`src/rtl/tb_meas_pkg.sv`:
```
// Shared types and constants for the bench clock frequency meter.
// Nominal counts assume a 40 us gate (10000 cycles of clk_250m).
package tb_meas_pkg;

    typedef enum logic [1:0] {WARMUP, IDLE, GATE, REPORT} fm_state_e;

    localparam int unsigned WARMUP_CYCLES = 4;

    // clk_250m has no entry: it is the gate clock itself
    localparam int unsigned NOM_CNT_500M = 20000;
    localparam int unsigned NOM_CNT_100M = 4000;
    localparam int unsigned NOM_CNT_50M  = 2000;
    localparam int unsigned NOM_CNT_10M  = 400;
    localparam int unsigned NOM_CNT_1M   = 40;

endpackage

```
`src/rtl/sync_edge_det.sv`:
```
// Two-flop synchroniser for an asynchronous clock-like input, followed by a
// one-cycle rising-edge pulse.
module sync_edge_det (
    input  logic clk,
    input  logic rst,
    input  logic sig_in,
    output logic edge_pulse
);

    logic s1, s2, s3;

    always_ff @(posedge clk) begin
        if (rst) begin
            s1 <= 1'b0;
            s2 <= 1'b0;
            s3 <= 1'b0;
        end else begin
            s1 <= sig_in;
            s2 <= s1;
            s3 <= s2;
        end
    end

    assign edge_pulse = s2 & ~s3;

endmodule

```
`src/rtl/clk_freq_meter.sv`:
```
// Counts rising edges of sig_in over a fixed window of clk cycles and grades
// the count against an expected value with a +/-TOL tolerance.
module clk_freq_meter
    import tb_meas_pkg::*;
#(
    parameter int unsigned GATE_CYCLES = 10000,
    parameter int unsigned CNT_W       = 16,
    parameter int unsigned TOL         = 2
) (
    input  logic             clk,
    input  logic             rst,
    input  logic             sig_in,
    input  logic             start,
    input  logic [CNT_W-1:0] exp_cnt,
    output logic             busy,
    output logic             done,
    output logic [CNT_W-1:0] meas_cnt,
    output logic             pass,
    output logic             fail_lo,
    output logic             fail_hi,
    output logic             stuck
);

    localparam int unsigned GW = $clog2(GATE_CYCLES + 1);
    localparam int unsigned WW = $clog2(WARMUP_CYCLES + 1);
    localparam int unsigned DW = CNT_W + 2;

    fm_state_e         state, state_nx;
    logic [GW-1:0]     gate_cnt;
    logic [WW-1:0]     warm_cnt;
    logic [CNT_W-1:0]  edge_cnt, cnt_nx, exp_q;
    logic              edge_pulse, gate_last, warm_last;
    logic signed [DW-1:0] diff, tol_s;
    logic              cmp_lo, cmp_hi, cmp_pass;

    sync_edge_det u_sync (
        .clk        (clk),
        .rst        (rst),
        .sig_in     (sig_in),
        .edge_pulse (edge_pulse)
    );

    assign gate_last = (gate_cnt == GW'(GATE_CYCLES - 1));
    assign warm_last = (warm_cnt == WW'(WARMUP_CYCLES - 1));

    // Include the edge seen on the final gate cycle in the reported count.
    assign cnt_nx = (edge_pulse && (edge_cnt != '1)) ? edge_cnt + CNT_W'(1) : edge_cnt;

    // Two guard bits keep exp-TOL and exp+TOL from wrapping at either end.
    assign tol_s    = DW'(TOL);
    assign diff     = $signed({2'b00, cnt_nx}) - $signed({2'b00, exp_q});
    assign cmp_lo   = (diff < -tol_s);
    assign cmp_hi   = (diff > tol_s);
    assign cmp_pass = !cmp_lo && !cmp_hi;

    always_ff @(posedge clk) begin
        if (rst) state <= WARMUP;
        else     state <= state_nx;
    end

    always_comb begin
        state_nx = state;
        busy     = 1'b0;
        done     = 1'b0;
        case (state)
            WARMUP: if (warm_last) state_nx = IDLE;
            IDLE:   if (start) state_nx = GATE;
            GATE: begin
                busy = 1'b1;
                if (gate_last) state_nx = REPORT;
            end
            REPORT: begin
                busy     = 1'b1;
                done     = 1'b1;
                state_nx = IDLE;
            end
            default: state_nx = WARMUP;
        endcase
    end

    always_ff @(posedge clk) begin
        if (rst) begin
            warm_cnt <= '0;
            gate_cnt <= '0;
            edge_cnt <= '0;
            exp_q    <= '0;
            meas_cnt <= '0;
            pass     <= 1'b0;
            fail_lo  <= 1'b0;
            fail_hi  <= 1'b0;
            stuck    <= 1'b0;
        end else begin
            case (state)
                WARMUP: warm_cnt <= warm_cnt + WW'(1);
                IDLE: begin
                    if (start) begin
                        exp_q    <= exp_cnt;
                        edge_cnt <= '0;
                        gate_cnt <= '0;
                    end
                end
                GATE: begin
                    gate_cnt <= gate_cnt + GW'(1);
                    edge_cnt <= cnt_nx;
                    if (gate_last) begin
                        meas_cnt <= cnt_nx;
                        pass     <= cmp_pass;
                        fail_lo  <= cmp_lo;
                        fail_hi  <= cmp_hi;
                        stuck    <= (cnt_nx == '0);
                    end
                end
                default: ;
            endcase
        end
    end

endmodule

```
`config.mk`:
```
export PLATFORM = sky130hd
export DESIGN_NAME = clk_freq_meter
export DESIGN_NICKNAME = d
export VERILOG_FILES = /design/src/rtl/tb_meas_pkg.sv /design/src/rtl/sync_edge_det.sv /design/src/rtl/clk_freq_meter.sv
export SDC_FILE = /design/constraint.sdc
export NUM_CORES = 1
export LEC_CHECK = 0
export CAP_MARGIN = 25
export CORE_MARGIN = 10
export CORE_UTILIZATION = 40
export CTS_BUF_LIST = sky130_fd_sc_hd__clkbuf_8
export DETAILED_ROUTE_END_ITERATION = 10
export PLACE_DENSITY_LB_ADDON = 0.25
export SLEW_MARGIN = 25
export SYNTH_ARGS = -nofsm -noshare
export SYNTH_HDL_FRONTEND = slang
export SYNTH_SLANG_ARGS = --single-unit
```
`constraint.sdc`:
```
create_clock -name clk -period 4.46 [get_ports clk]
set_input_delay 1.338 -clock clk [delete_from_list [all_inputs] [get_ports clk]]
set_output_delay 1.338 -clock clk [all_outputs]
set_load 0.005 [all_outputs]
```
==> results of run 1 <==
## critical path, stage by stage, from the launching register on
cell,delay (ns)
dfxtp_1,0.34
nor2b_1,0.17
nand4_1,0.16
a311oi_2,0.54
nand2_1,0.15
xnor2_1,0.41
ha_1,0.38
a211oi_1,0.24
o21ai_0,0.16
o22ai_2,0.18
xnor2_1,0.08
or4_1,0.49
or3_1,0.33
o41ai_2,0.25
o311a_1,0.21
## timing repair
| action | CTS | global route |
|---|---|---|
| hold buffers | 0 | 0 |
| endpoints found under the setup margin | 0 | 3 |
| resized for setup | 0 | 5 |
## power by group through the flow
stage	Sequential [W]	Combinational, W	Clock, W
2_1_floorplan	0.000729	0.000409	0
3_3_place_gp	0.000733	0.000536	0
3_5_place_dp	0.000736	0.000545	0
4_1_cts	0.000720	0.000548	0.000637
5_1_grt	0.000727	0.000609	0.000661
6_report	0.000720	0.000549	0.000620
## routing by layer
| metal | part of all wire (%) | global-route usage, % | wire length [um] |
|---|---|---|---|
| met5 | 0 | 0 | 0 |
| met4 | 1.8 | 5.30 | 205 |
| met3 | 4.0 | 3.40 | 455 |
| met2 | 50 | 26.7 | 5680 |
| met1 | 44 | 18.5 | 4920 |
## state kept, by name, indices dropped and copies added (netlist names)
signal,flops
edge_cnt,16
exp_q,16
fail_hi,1
fail_lo,1
gate_cnt,14
meas_cnt,16
pass,1
state,2
stuck,1
u_sync.s1,1
u_sync.s2,1
u_sync.s3,1
warm_cnt,3
## cell usage after synthesis, types with 3 or more instances
library cell	number	area (um2)
nor2b_1	5	31.3
nand3_1	12	60.1
clkbuf_1	21	78.8
a21oi_1	38	190
o21a_1	4	30.0
o2111ai_1	3	26.3
and2_1	6	37.5
a211oi_1	6	45.0
nor4_1	8	50.1
o21ai_0	16	80.1
nand4_1	12	75.1
nand2_1	67	251
a311oi_1	3	26.3
or3_1	7	43.8
xnor2_1	17	149
and4_1	5	43.8
nor2_1	72	270
xor2_1	17	149
ha_1	25	313
a22oi_1	15	113
nor3_1	22	110
and3_1	8	50.1
a21o_1	6	45.0
inv_1	31	116
mux2i_1	3	30.0
dfxtp_1	74	1480
## metrics by stage
stage / instances / hold slack [ns]
6_report: 724 / 0.459
5_1_grt: 724 / 0.472
4_1_cts: 724 / 0.461
3_5_place_dp: 708 / 0.448
3_3_place_gp: 708 / 0.444
2_1_floorplan: 536 / 0.414
## cell families (layout without fill, tap and decap cells)
| kind of cell | count (synthesis) | in the layout | synth area share [%] |
|---|---|---|---|
| fa+ha+maj | 26 | 26 | 7.94 |
| flops | 74 | 74 | 35.3 |
| mux | 4 | 4 | 0.985 |
| xor+xnor | 34 | 34 | 7.10 |
| buf+inv | 54 | 106 | 4.87 |
| compound gates | 108 | 108 | 17.1 |
| simple gates | 236 | 236 | 26.7 |
## layout make-up
| class | count | area share, % |
|---|---|---|
| Multi-Input combinational cell | 408 | 49.9 |
| Sequential cell | 74 | 29.2 |
| Timing Repair Buffer | 59 | 10.6 |
| Tap cell | 136 | 3.35 |
| Clock buffer | 11 | 2.98 |
| Inverter | 31 | 2.29 |
| Clock inverter | 5 | 1.67 |
## worst min-delay path by stage
stage	startpoint	to	slack, ns	depth (start not counted)
detailed placement	u_sync.s1$_SDFF_PP0_	u_sync.s2$_SDFF_PP0_	0.45	1
global route	u_sync.s1$_SDFF_PP0_	u_sync.s2$_SDFF_PP0_	0.47	1
global placement	meas_cnt[14]$_SDFFE_PP0P_	meas_cnt[14]$_SDFFE_PP0P_	0.44	2
CTS	u_sync.s1$_SDFF_PP0_	u_sync.s2$_SDFF_PP0_	0.46	1
floorplan	u_sync.s1$_SDFF_PP0_	u_sync.s2$_SDFF_PP0_	0.41	1
finish	u_sync.s1$_SDFF_PP0_	u_sync.s2$_SDFF_PP0_	0.46	1
==> impl_metrics.json, run 1 <==
{
  "max_freq_mhz": 241,
  "io_pins": 42,
  "worstSetupPathType": "reg2reg",
  "ff2ff_setup_slack_ns": 0.30,
  "layout_commonest_cell": "dfxtp_1",
  "wirelength_um": 11300,
  "hp-class": "reg2reg",
  "antenna_found_initial": 0,
  "clkPwrFrac_pct": 32.8,
  "p_sw_share_pct": 32.2,
  "setup_viol": 0,
  "grt_pass1_vias": 3846,
  "drt_pass1_iterations": 5,
  "total_power_w": 0.00189,
  "cts_buffers": 9,
  "grt_pass1_wl_um": 18700,
  "rr_worst_depth": 14,
  "h-tree-depth": 3,
  "port_buffers": 41,
  "yosysWarnings": 0,
  "seq_area_frac_synth_pct": 35.3,
  "post-route-min-period_ns": 4.16,
  "synth_edf_count": 0,
  "drt_iter0_markers": 284,
  "regArea_um2": 1480,
  "worst_slack_ns": 0.304,
  "leakage_nw": 1.99,
  "netlist_area_um2": 4190,
  "numClockSinks": 74,
  "hold_violations": 0,
  "critPathMaxFanout": 7,
  "design_area_um2": 5080,
  "vias_per_cell": 5.39,
  "synth_ff_type": "dfxtp_1",
  "rows": 37,
  "p_int_w": 0.00128,
  "insertion_delay_ns": 0.36,
  "async_flop_share_pct": 0,
  "synth.distinct_cells": 52,
  "postPlaceCellArea_um2": 4820,
  "drc": 0,
  "cts_tree": "done",
  "die_w_um": 122,
  "worstMarginPinSlew_ns": 0.695,
  "critPathRequiredTime_ns": 4.77,
  "start_util_pct": 40.8,
  "maxCapViolations": 0,
  "rsz0062_at_grt": "false",
  "grt_max_degree": 60,
  "dp_slack_ns": 0.0877,
  "relSlewSlack_pct": 53.5,
  "clock_path_buffers": 2,
  "ctsRootBufferMaster": "clkbuf_8",
  "ir_worst_vdd_uv": 166,
  "powerDensity_nw_per_um2": 372,
  "fin_crit_sh_pct": 93.2,
  "drv_slew": 0,
  "cp-start-kind": "register",
  "vias": 3905,
  "syn_inst": 536,
  "synth_fp_nets": 582,
  "skew_ns": 0.00857,
  "reg2reg_from": "u_sync.s2$_SDFF_PP0_",
  "finalNetCount": 629,
  "drive_gt1_share_pct": 8.50,
  "crit_path_end": "pass$_SDFFE_PP0P_",
  "num-fill-cells": 1016,
  "clk_pin_slew_worst_paths_ns": 0.08,
  "syn_area_per_cell_um2": 7.82,
  "post_cts_buffers": 0,
  "dp_hpwl_um": 8410,
  "dieArea_um2": 15000,
  "overflow": 0,
  "wire_per_inst_um": 15.6,
  "p_comb_share_pct": 29.1,
  "seqPwrFrac_pct": 38.1,
  "coreArea_um2": 10300,
  "die_height_um": 122,
  "layout_common_cells": "dfxtp_1 (73), nor2_1 (72), nand2_1 (67), clkdlybuf4s50_1 (40), a21oi_1 (37)",
  "utilization_pct": 49.5,
  "n_antenna_cell": 0,
  "ys_seq_elements": 74,
  "ant_nets": 0,
  "syn2layout_area_growth_pct": 21.3,
  "p_switching_w": 0.000607,
  "critical_path.startpoint": "u_sync.s2$_SDFF_PP0_",
  "grt.total_usage_pct": 15.5,
  "critPathCaptureType": "register",
  "place_congestion": 0.904,
  "multi_input_area_um2": 2540,
  "reg2reg_to": "pass$_SDFFE_PP0P_",
  "fin_setup_tns_ns": 0,
  "arrival_ns": 4.47,
  "outcome": "finished clean"
}
(Power assumes the default switching activity.)
==> inputs of run 2 (changes only) <==
--- a/config.mk
+++ b/config.mk
@@ -10,8 +10,11 @@
 export CORE_UTILIZATION = 40
 export CTS_BUF_LIST = sky130_fd_sc_hd__clkbuf_8
 export DETAILED_ROUTE_END_ITERATION = 10
+export GPL_TIMING_DRIVEN = 0
+export MAX_ROUTING_LAYER = met4
 export PLACE_DENSITY_LB_ADDON = 0.25
 export SLEW_MARGIN = 25
 export SYNTH_ARGS = -nofsm -noshare
 export SYNTH_HDL_FRONTEND = slang
 export SYNTH_SLANG_ARGS = --single-unit
+export TNS_END_PERCENT = 30
==> run 2 against run 1 <==
  * Sequential power barely moved
  * Critical path depth rose by 2
  * Maximum frequency fell by 3.4%
  * Clock power fell by 4.5%
  * Power fell by 1.5%
  * Highest routed layer unchanged
  * Final cell count rose by 0.14%
  * First-iteration DRC count fell by 3.5%
  * Global-route usage rose by 0.84 points
  * Critical endpoint unchanged
  * Combinational power barely moved
  * Setup slack got worse by 0.15 ns
  * Sequential share of layout area barely moved
==> impl_metrics.json, run 2 (synthesis gave the netlist of run 1 again) <==
{
  "cts_buffers": 9,
  "drt_pass1_iterations": 5,
  "largestRegisters": "edge_cnt: 16 flops, exp_q: 16 flops, meas_cnt: 16 flops",
  "dp_slack_ns": -0.145,
  "fin_crit_sh_pct": 96.5,
  "clkPwrFrac_pct": 31.8,
  "setup_viol": 0,
  "place_congestion": 0.900,
  "worst_path_largest_cell_delay_ns": 0.46,
  "cp-start-kind": "register",
  "hold_ws_ns": 0.439,
  "crit_buf_inv": 1,
  "arrival_ns": 4.62,
  "die_height_um": 122,
  "grt_pass1_vias": 3912,
  "ant_nets": 0,
  "maxCapViolations": 0,
  "p_int_w": 0.00125,
  "post-route-min-period_ns": 4.30,
  "skew_ns": 0.00880,
  "ir_worst_vdd_uv": 225,
  "final_cells": 725,
  "critical_path.top_delay_family": "simple AND/OR/NAND/NOR gates",
  "syn2layout_area_growth_pct": 21.4,
  "hp-class": "reg2reg",
  "start_util_pct": 40.8,
  "cts_hold_repair.buffers": 0,
  "p_sw_share_pct": 32.8,
  "io_pins": 42,
  "drive_gt1_share_pct": 6.62,
  "post-place-cells": 712,
  "critPathMaxFanout": 8,
  "layout_commonest_cell": "dfxtp_1",
  "n_antenna_cell": 0,
  "antenna_found_initial": 0,
  "max_freq_mhz": 232,
  "utilization_pct": 49.5,
  "insertion_delay_ns": 0.37,
  "drt_iter0_markers": 274,
  "rows": 37,
  "drv_slew": 0,
  "num-fill-cells": 1016,
  "numClockSinks": 74,
  "relSlewSlack_pct": 41.0,
  "vias": 3997,
  "dp_hpwl_um": 8670,
  "seqPwrFrac_pct": 38.6,
  "grt_max_degree": 13,
  "port_buffers": 40,
  "cts_tree": "done",
  "drc": 0,
  "coreArea_um2": 10300,
  "powerDensity_nw_per_um2": 366,
  "crit_slowest_cell": "or4_1",
  "leakage_nw": 1.95,
  "worstMarginPinSlew_ns": 0.876,
  "ctsRootBufferMaster": "clkbuf_8",
  "vias_per_cell": 5.51,
  "post_cts_buffers": 0,
  "clk_pin_slew_worst_paths_ns": 0.08,
  "finalNetCount": 631,
  "wirelength_um": 11700,
  "overflow": 0,
  "critPathRequiredTime_ns": 4.78,
  "worstSetupPathType": "reg2reg",
  "layout_common_cells": "dfxtp_1 (73), nor2_1 (71), nand2_1 (67), clkdlybuf4s50_1 (40), a21oi_1 (37)",
  "critPathCaptureType": "register",
  "p_comb_share_pct": 29.5,
  "cp_cell_sequence": "ha_2, nand2_1, nor3_2, a21oi_4, xnor2_2, ha_1, inv_1, fa_1, a211oi_2, nor2_1, o31ai_1, o41ai_1, or4_1, or3_1, o41ai_4, o311a_1",
  "outcome": "finished clean",
  "hold_violations": 0,
  "worst_slack_ns": 0.158,
  "grt_pass1_wl_um": 19000,
  "dieArea_um2": 15000,
  "fin_setup_tns_ns": 0,
  "grt.total_usage_pct": 16.3,
  "die_w_um": 122,
  "wire_per_inst_um": 16.1,
  "clock_path_buffers": 2,
  "p_switching_w": 0.000610,
  "h-tree-depth": 3
}
## run 2: metrics by stage
stage | power [W] | cell area (um2)
2_1_floorplan | 0.00114 | 4190
3_5_place_dp | 0.00127 | 4760
5_1_grt | 0.00197 | 5090
4_1_cts | 0.00186 | 5010
3_3_place_gp | 0.00126 | 4760
6_report | 0.00186 | 5090
## run 2: area by class of cell
type / instances / area, um2 / area share, %
repair buffers: 40 / 400 / 7.87
multi-input cells: 408 / 2620 / 51.5
clock buffers: 10 / 138 / 2.70
inverters: 31 / 116 / 2.29
flip-flops and latches: 74 / 1480 / 29.1
clock inverters: 5 / 78.8 / 1.55
plain buffers: 21 / 81.3 / 1.60
well taps: 136 / 170 / 3.34
## run 2: path summary, 6_finish.rpt
check,startpoint,endpoint,slack (ns),cells past startpoint
min,u_sync.s1$_SDFF_PP0_,u_sync.s2$_SDFF_PP0_,0.44,1
min reg2reg,u_sync.s1$_SDFF_PP0_,u_sync.s2$_SDFF_PP0_,0.44,1
max reg2reg,edge_cnt[1]$_SDFFE_PP0P_,pass$_SDFFE_PP0P_,0.16,16
max,edge_cnt[1]$_SDFFE_PP0P_,pass$_SDFFE_PP0P_,0.16,16
## run 2: power by group through the flow
stage          logic [W]  clock network, W  registers, W
3_3_place_gp    0.000523                 0      0.000733
2_1_floorplan   0.000409                 0      0.000729
5_1_grt         0.000612          0.000637      0.000724
4_1_cts         0.000540          0.000606      0.000719
3_5_place_dp    0.000534                 0      0.000735
6_report        0.000550          0.000592      0.000719
## run 2: routing by layer
metal	global-route usage (%)	up-vias	wire length (um)
li1	-	1974	-
met1	18.7	1903	5120
met2	27.5	93	5810
met3	2.43	27	418
met4	7.66	0	308
met5	-	-	0
## run 2: what timing repair did
| action | CTS | global route |
|---|---|---|
| gates resized for setup | 5 | 15 |
| gates cloned | 0 | 0 |
| pin swaps | 0 | 1 |
| endpoints found under the setup margin | 2 | 3 |
